File: src/rtl/core_sequencer.sv
// core_sequencer: multicycle FETCH/DECODE/EXEC/MEM/WRITE step controller
// with stretched EXEC/MEM waits and retired/stall profiling counters.
module core_sequencer #(
    parameter int CNT_W = 32
) (
    input  logic             clk,
    input  logic             rst,
    input  logic             run,
    input  logic             imem_ready,
    input  logic             use_fpu,
    input  logic             mem_read,
    input  logic             mem_write,
    input  logic             data_in,
    input  logic             data_out,
    input  logic             fpu_done,
    input  logic             dmem_ready,
    input  logic             rx_valid,
    input  logic             tx_ready,
    output logic [2:0]       state,
    output logic             fetch_en,
    output logic             fpu_start,
    output logic             dmem_req,
    output logic             rx_pop,
    output logic             tx_push,
    output logic             pc_write,
    output logic [CNT_W-1:0] instret,
    output logic [CNT_W-1:0] stall_cycles
);

    typedef enum logic [2:0] {
        S_FETCH  = 3'd0,
        S_DECODE = 3'd1,
        S_EXEC   = 3'd2,
        S_MEM    = 3'd3,
        S_WRITE  = 3'd4
    } state_t;

    state_t           state_q, state_d;
    logic             exec_first_q, exec_first_d;
    logic             io_in_q, io_in_d;
    logic             io_out_q, io_out_d;
    logic [CNT_W-1:0] instret_q, instret_d;
    logic [CNT_W-1:0] stall_q, stall_d;

    logic is_in, is_out, is_mem;
    logic leave_exec, stall;
    logic fpu_start_c, rx_pop_c, tx_push_c;

    always_ff @(posedge clk or posedge rst) begin
        if (rst) begin
            state_q      <= S_FETCH;
            exec_first_q <= 1'b1;
            io_in_q      <= 1'b0;
            io_out_q     <= 1'b0;
            instret_q    <= '0;
            stall_q      <= '0;
        end else begin
            state_q      <= state_d;
            exec_first_q <= exec_first_d;
            io_in_q      <= io_in_d;
            io_out_q     <= io_out_d;
            instret_q    <= instret_d;
            stall_q      <= stall_d;
        end
    end

    always_comb begin
        state_d      = state_q;
        exec_first_d = exec_first_q;
        io_in_d      = io_in_q;
        io_out_d     = io_out_q;
        instret_d    = instret_q;
        leave_exec   = 1'b0;
        stall        = 1'b0;
        fpu_start_c  = 1'b0;
        rx_pop_c     = 1'b0;
        tx_push_c    = 1'b0;

        // Decode drops data_in/data_out after the first EXEC cycle.
        is_in  = !use_fpu && (exec_first_q ? data_in : io_in_q);
        is_out = !use_fpu && !is_in
                 && (exec_first_q ? data_out : io_out_q);
        is_mem = !use_fpu && !is_in && !is_out
                 && (mem_read || mem_write);

        unique case (state_q)
            S_FETCH: begin
                if (run && imem_ready) begin
                    state_d = S_DECODE;
                end else if (run) begin
                    stall = 1'b1;
                end
            end
            S_DECODE: state_d = S_EXEC;
            S_EXEC: begin
                if (exec_first_q) begin
                    io_in_d  = data_in;
                    io_out_d = data_out;
                end
                if (use_fpu) begin
                    fpu_start_c = exec_first_q;
                    leave_exec  = !exec_first_q && fpu_done;
                    stall       = !exec_first_q && !fpu_done;
                end else if (is_in) begin
                    rx_pop_c   = rx_valid;
                    leave_exec = rx_valid;
                    stall      = !rx_valid;
                end else if (is_out) begin
                    tx_push_c  = tx_ready;
                    leave_exec = tx_ready;
                    stall      = !tx_ready;
                end else begin
                    leave_exec = 1'b1;
                end
                if (leave_exec) begin
                    state_d = is_mem ? S_MEM : S_WRITE;
                end
                exec_first_d = leave_exec;
            end
            S_MEM: begin
                if (dmem_ready) begin
                    state_d = S_WRITE;
                end else begin
                    stall = 1'b1;
                end
            end
            S_WRITE: begin
                state_d   = S_FETCH;
                instret_d = instret_q + CNT_W'(1);
            end
            default: state_d = S_FETCH;
        endcase

        stall_d = stall_q + (stall ? CNT_W'(1) : CNT_W'(0));
    end

    assign state        = state_q;
    assign instret      = instret_q;
    assign stall_cycles = stall_q;

    // Reset must silence every strobe, even with run held high.
    assign fetch_en  = !rst && (state_q == S_FETCH) && run;
    assign fpu_start = !rst && fpu_start_c;
    assign dmem_req  = !rst && (state_q == S_MEM);
    assign rx_pop    = !rst && rx_pop_c;
    assign tx_push   = !rst && tx_push_c;
    assign pc_write  = !rst && (state_q == S_WRITE);

endmodule

File: config.mk
export PLATFORM = sky130hd
export DESIGN_NAME = core_sequencer
export DESIGN_NICKNAME = d
export VERILOG_FILES = /design/src/rtl/core_sequencer.sv
export SDC_FILE = /design/constraint.sdc
export NUM_CORES = 1
export LEC_CHECK = 0
export BUFFER_PORTS_ARGS = -buffer_cell sky130_fd_sc_hd__buf_2
export CORE_UTILIZATION = 48
export CTS_BUF_LIST = sky130_fd_sc_hd__clkbuf_4 sky130_fd_sc_hd__clkbuf_8
export DETAILED_ROUTE_END_ITERATION = 8
export PLACE_DENSITY = 0.77
export SYNTH_ARGS = -nofsm -noshare
export SYNTH_HDL_FRONTEND = slang
export SYNTH_SLANG_ARGS = --single-unit
File: constraint.sdc
create_clock -name clk -period 3.4 [get_ports clk]
set_input_delay 0.34 -clock clk [delete_from_list [all_inputs] [get_ports clk]]
set_output_delay 0.34 -clock clk [all_outputs]
set_load 0.01 [all_outputs]
* Word-level counts from Yosys, hierarchy flattened
Cells that the tools add are included.
** Word-level totals
- Register bits after elaboration :: 70
- Input bits :: 13
- Word-level logic and storage cells :: 69
** Operators by class
- Add/subtract/negate cells :: 2
- Eq/ne operators :: 7
- Muxes and demuxes :: 28
- Reductions and logical operators :: 26
** Operators by type and width (count)
- 32-bit by 1-bit adder with 32-bit output :: 1
- 32-bit by 1-bit adder with 32-bit output, second input constant :: 1
- 1-bit 2-to-1 mux :: 22
- 1-bit logical AND :: 15
- 3-bit 2-to-1 mux :: 4
- 3-bit one-hot mux with 4 select lines :: 1
- 1-bit zero test :: 8
- 3-bit by 2-bit equality test with 1-bit output, second input constant :: 2
- 2-bit != test, second input constant :: 3
- 3-bit by 1-bit equality test with 1-bit output, second input constant :: 1
- 3-bit equality test, second input constant :: 1
- 3-bit zero test :: 1
- 1-bit one-hot mux with 3 select lines :: 1
- 3-bit AND reduction :: 1
- 1-bit logical OR :: 1

* Longest topological paths before layout
- Depth in word-level cells :: 11
- Depth in mapped cells :: 12
- Gate-level depth less buffers :: 10

* Worst setup path after synthesis
OpenSTA, ideal clock, no wires.
- Kind :: reg-to-reg
- From :: reg exec_first_q
- To :: reg stall_q[26] (netlist: stall_cycles[26])
- Arrival time :: 3.040 ns
- Slack :: 0.280 ns
- Stages on the path, launching flop included :: 13
- Path buffers :: 2
- Clock period less this slack :: 3.120 ns
- Path through :: dfstp_2 clkbuf_1 mux2_2 nand3b_1 o2111ai_1 o21ai_0 ha_1 ha_1 inv_1 or4_4 buf_6 nor4_1 xor2_1
** On the way
- Word-level cells in the longest chain between the ends :: 11
** Ends and longest elaborated chain
- start, declared :: line 39 : logic exec_first_q, exec_first_d;
- start signal, assigned :: line 59 : exec_first_q <= exec_first_d;
- 1-bit 2-to-1 mux
- 1-bit logical AND :: line 80 : is_in = !use_fpu && (exec_first_q ? data_in : io_in_q);
- 1-bit zero test :: line 81 : is_out = !use_fpu && !is_in
- 1-bit logical AND :: line 81
- 1-bit logical AND :: line 82 : && (exec_first_q ? data_out : io_out_q);
- 1-bit 2-to-1 mux :: line 108 : end else if (is_out) begin
- 1-bit 2-to-1 mux :: line 104 : end else if (is_in) begin
- 1-bit 2-to-1 mux (*) :: line 100 : if (use_fpu) begin
- 1-bit one-hot mux with 3 select lines (*) :: line 86 : unique case (state_q)
- 1-bit 2-to-1 mux (*) :: line 134 : stall_d = stall_q + (stall ? CNT_W'(1) : CNT_W'(0));
- 32-bit by 1-bit adder with 32-bit output (*) :: line 134
- net stall_d[26] :: line 43 : logic [CNT_W-1:0] stall_q, stall_d;
- end signal, assigned :: line 63 : stall_q <= stall_d;
- end, declared :: line 43
The timed path passes the listed nets; every way through them passes the cells marked *.
A chain may end at the register's enable or synchronous reset.

* Worst setup path in the final report
Same ends and word-level chain as after synthesis.

==> flow_summary_export.csv <==
group,metric,value,unit
timing,finalSetupTns,0,ns
worst_setup_path,path_cells,"mux2_2, nand3b_1, o2111ai_1, o21ai_0, ha_1, ha_1, inv_1, or4_4, nor4_1, xor2_1",
grt,grt_pass1_wl,10.8,mm
grt,first_global_vias,2343,
die,die_area,7210,sq um
cts,cts_num_sinks,70,
drt,drtIter0Drc,109,
timing,worst_slew_margin_rel,0.366,
status,status,"finished, final reports clean",
worst_hold_path,hp-class,"input port to async pin",
worst_setup_path,cp-start-kind,"flip-flop",
drt,antenna_left,0,
logic_synthesis,synth-edff-count,0,
worst_setup_path,crit_required,3.66,ns
grt,grt_antenna_before_repair,0,
layout,final_cell_mix,"buf_2 (85), dfrtp_1 (69), xnor2_1 (46)",
grt,track_usage,0.192,
cts,clk-insertion-delay-late,0.34,ns
logic_synthesis,ys_seq_elements,70,
cts,cts_setup_buffers,0,
die,initial_core_util,0.508,
timing,hold_violations,0,
worst_setup_path,end_kind,"flip-flop",
power_and_ir_drop,power,2.08,mW
layout,final_layout_size_suffix_gt1_frac,0.294,
logic_synthesis,synth_top_cell_by_area,"dfrtp_1",
die,die_h,84.9,um
worst_setup_path,crit_top_cell,"ha_1",
drt,drtPass1Iterations,6,
worst_setup_path,startpoint,"exec_first_q",
logic_synthesis,yosysWarnings,0,
logic_synthesis,synthArstFlopShare,1.00,
timing,fin_crit,3.11,ns
logic_synthesis,synthFlopType,"dfrtp_1",
cts,cts_tree,"yes",
worst_setup_path,crit_buf_inv,1,
logic_synthesis,synthTopCellsByArea,"dfrtp_1 (52%), xnor2_1 (12%), nand4_1 (4.2%)",
layout,multi_input_area,1500,sq um
cts,ctsHoldBuffers,0,
logic_synthesis,netlist_area,3300,sq um
cts,h-tree-depth,3,
drt,via_per_inst,5.43,
worst_setup_path,r2r-start,"exec_first_q",
layout,regArea,1750,sq um
logic_synthesis,avgSynthCellArea,10.9,sq um
worst_setup_path,crit_slowest_cell,"dfstp_2",
die,core.rowCount,29,
run,cap_violations,0,
worst_setup_path,cp_top_family,"simple AND/OR/NAND/NOR gates",
die,ios,86,
logic_synthesis,synth_seq_area_share,0.531,
layout,fillers,548,
cts,clockRootBuffer,"clkbuf_8",
die,fp.coreArea,6490,sq um
timing,rsz0062_at_grt,"false",
drt,post_drt_wl_per_cell,13.7,um
power_and_ir_drop,ir_drop,353,uV
logic_synthesis,syn_nets,319,
cts,cts_made_buffers,9,
layout,syn_to_final_growth,21.5,%
drt,wl,6.56,mm
timing,hold_ws,0.177,ns
grt,grt_max_degree,38,
drt,drc,0,
cts,post_cts_resized,0,
place,place_congestion,0.748,
logic_synthesis,syn_inst,303,
layout,layout.nets,412,
timing,setup_violations,0,
timing,worst_pin_slew,0.942,ns
timing,slew_viol_final,0,
worst_setup_path,path_class,"flip-flop to flip-flop",
layout,diodes,0,
timing,fin_crit_sh,0.913,
timing,skew,0.0104,ns
worst_setup_path,crit_fanout,8,
power_and_ir_drop,power_density,520,nW/um^2
timing,fmax,322,MHz
worst_setup_path,worstPathArrival,3.36,ns
logic_synthesis,synth_top_area_frac,0.524,
layout,final_common_cell,"buf_2",
power_and_ir_drop,p_leak,2.01,nW
worst_setup_path,max_stage_delay,0.60,ns
grt,grt-ovfl-total,0,
place,dp_hpwl,4.71,mm
cts,clk_path_buf_depth,2,
place,port_buffers,85,
drt,via_count,2595,
die,die_x,84.9,um
logic_synthesis,netlist-cell-type-count,40,
cts,path_clk_slew,0.07,ns
registers in the layout, indices dropped and copies added (netlist names):
signal        cells
state             3
instret          32
stall_cycles     32
exec_first_q      1
io_out_q          1
io_in_q           1
path summary, 6_finish.rpt:
path / slack (ns) / depth (start not counted) / to
min reg2reg: 0.46 / 1 / stall_cycles[31]
max: 0.29 / 10 / stall_cycles[26]
max in group asynchronous: 2.29 / 3 / state[1]
min in group clk: 0.25 / 2 / io_in_q
min: 0.18 / 2 / stall_cycles[9]
max reg2reg: 0.29 / 10 / stall_cycles[26]
cell type report:
type	instances	share of cell area
Clock buffer	11	0.0347
Clock inverter	5	0.0125
Inverter	4	0.00375
Timing Repair Buffer	89	0.114
Tap cell	77	0.0240
Sequential cell	70	0.438
Multi-Input combinational cell	222	0.374
routing by layer:
layer / wire (um) / track usage / vias up
met1: 3090 / 0.255 / 1255
met3: 287 / 0.0418 / 8
met2: 3060 / 0.304 / 71
met4: 110 / 0.0863 / 0
met5: 0 / 0 / -
li1: - / - / 1261
cells by family after synthesis:
| group | count (synthesis) | share of synthesized area |
|---|---|---|
| compound gates | 11 | 0.0224 |
| xor+xnor | 61 | 0.162 |
| fa+ha+maj | 3 | 0.0114 |
| buf+inv | 11 | 0.0163 |
| flops | 70 | 0.531 |
| mux | 5 | 0.0167 |
| simple gates | 142 | 0.240 |
stage by stage:
stage          cells  worst slack [ns]   util  cell area [sq um]
4_1_cts          478             0.295  0.617               4010
2_1_floorplan    303             0.280      -               3300
6_report         478             0.295  0.617               4010
3_3_place_gp     462             0.423  0.588               3820
5_1_grt          478            0.0726  0.617               4010
3_5_place_dp     462             0.318  0.588               3820
cell usage after synthesis, types with 2 or more instances:
cell        n
and2_1      4
xor2_1     15
o21ai_0     3
nand3_1    26
nand4_1    22
inv_1       4
nand2_1    29
o21a_1      2
xnor2_1    46
nand2b_1    2
clkbuf_1    4
o2111ai_1   2
nor4_1      8
nand3b_1    2
mux2_2      4
or2_2       2
and3_1      8
and4_1      4
ha_1        3
nor2_1     14
nand4b_1    2
nor3_1     11
dfrtp_1    69
worst reg2reg max path, cell delays in order, from the launching register on:
cell	delay (ns)
dfstp_2	0.60
mux2_2	0.37
nand3b_1	0.13
o2111ai_1	0.12
o21ai_0	0.10
ha_1	0.25
ha_1	0.27
inv_1	0.08
or4_4	0.59
nor4_1	0.35
xor2_1	0.18
report_power, final:
part | internal [mW] | switching, mW
registers | 0.926 | 0.125
logic | 0.189 | 0.205
clock network | 0.350 | 0.289
total | 1.47 | 0.618
No activity file was read; power rests on OpenSTA's default activity.
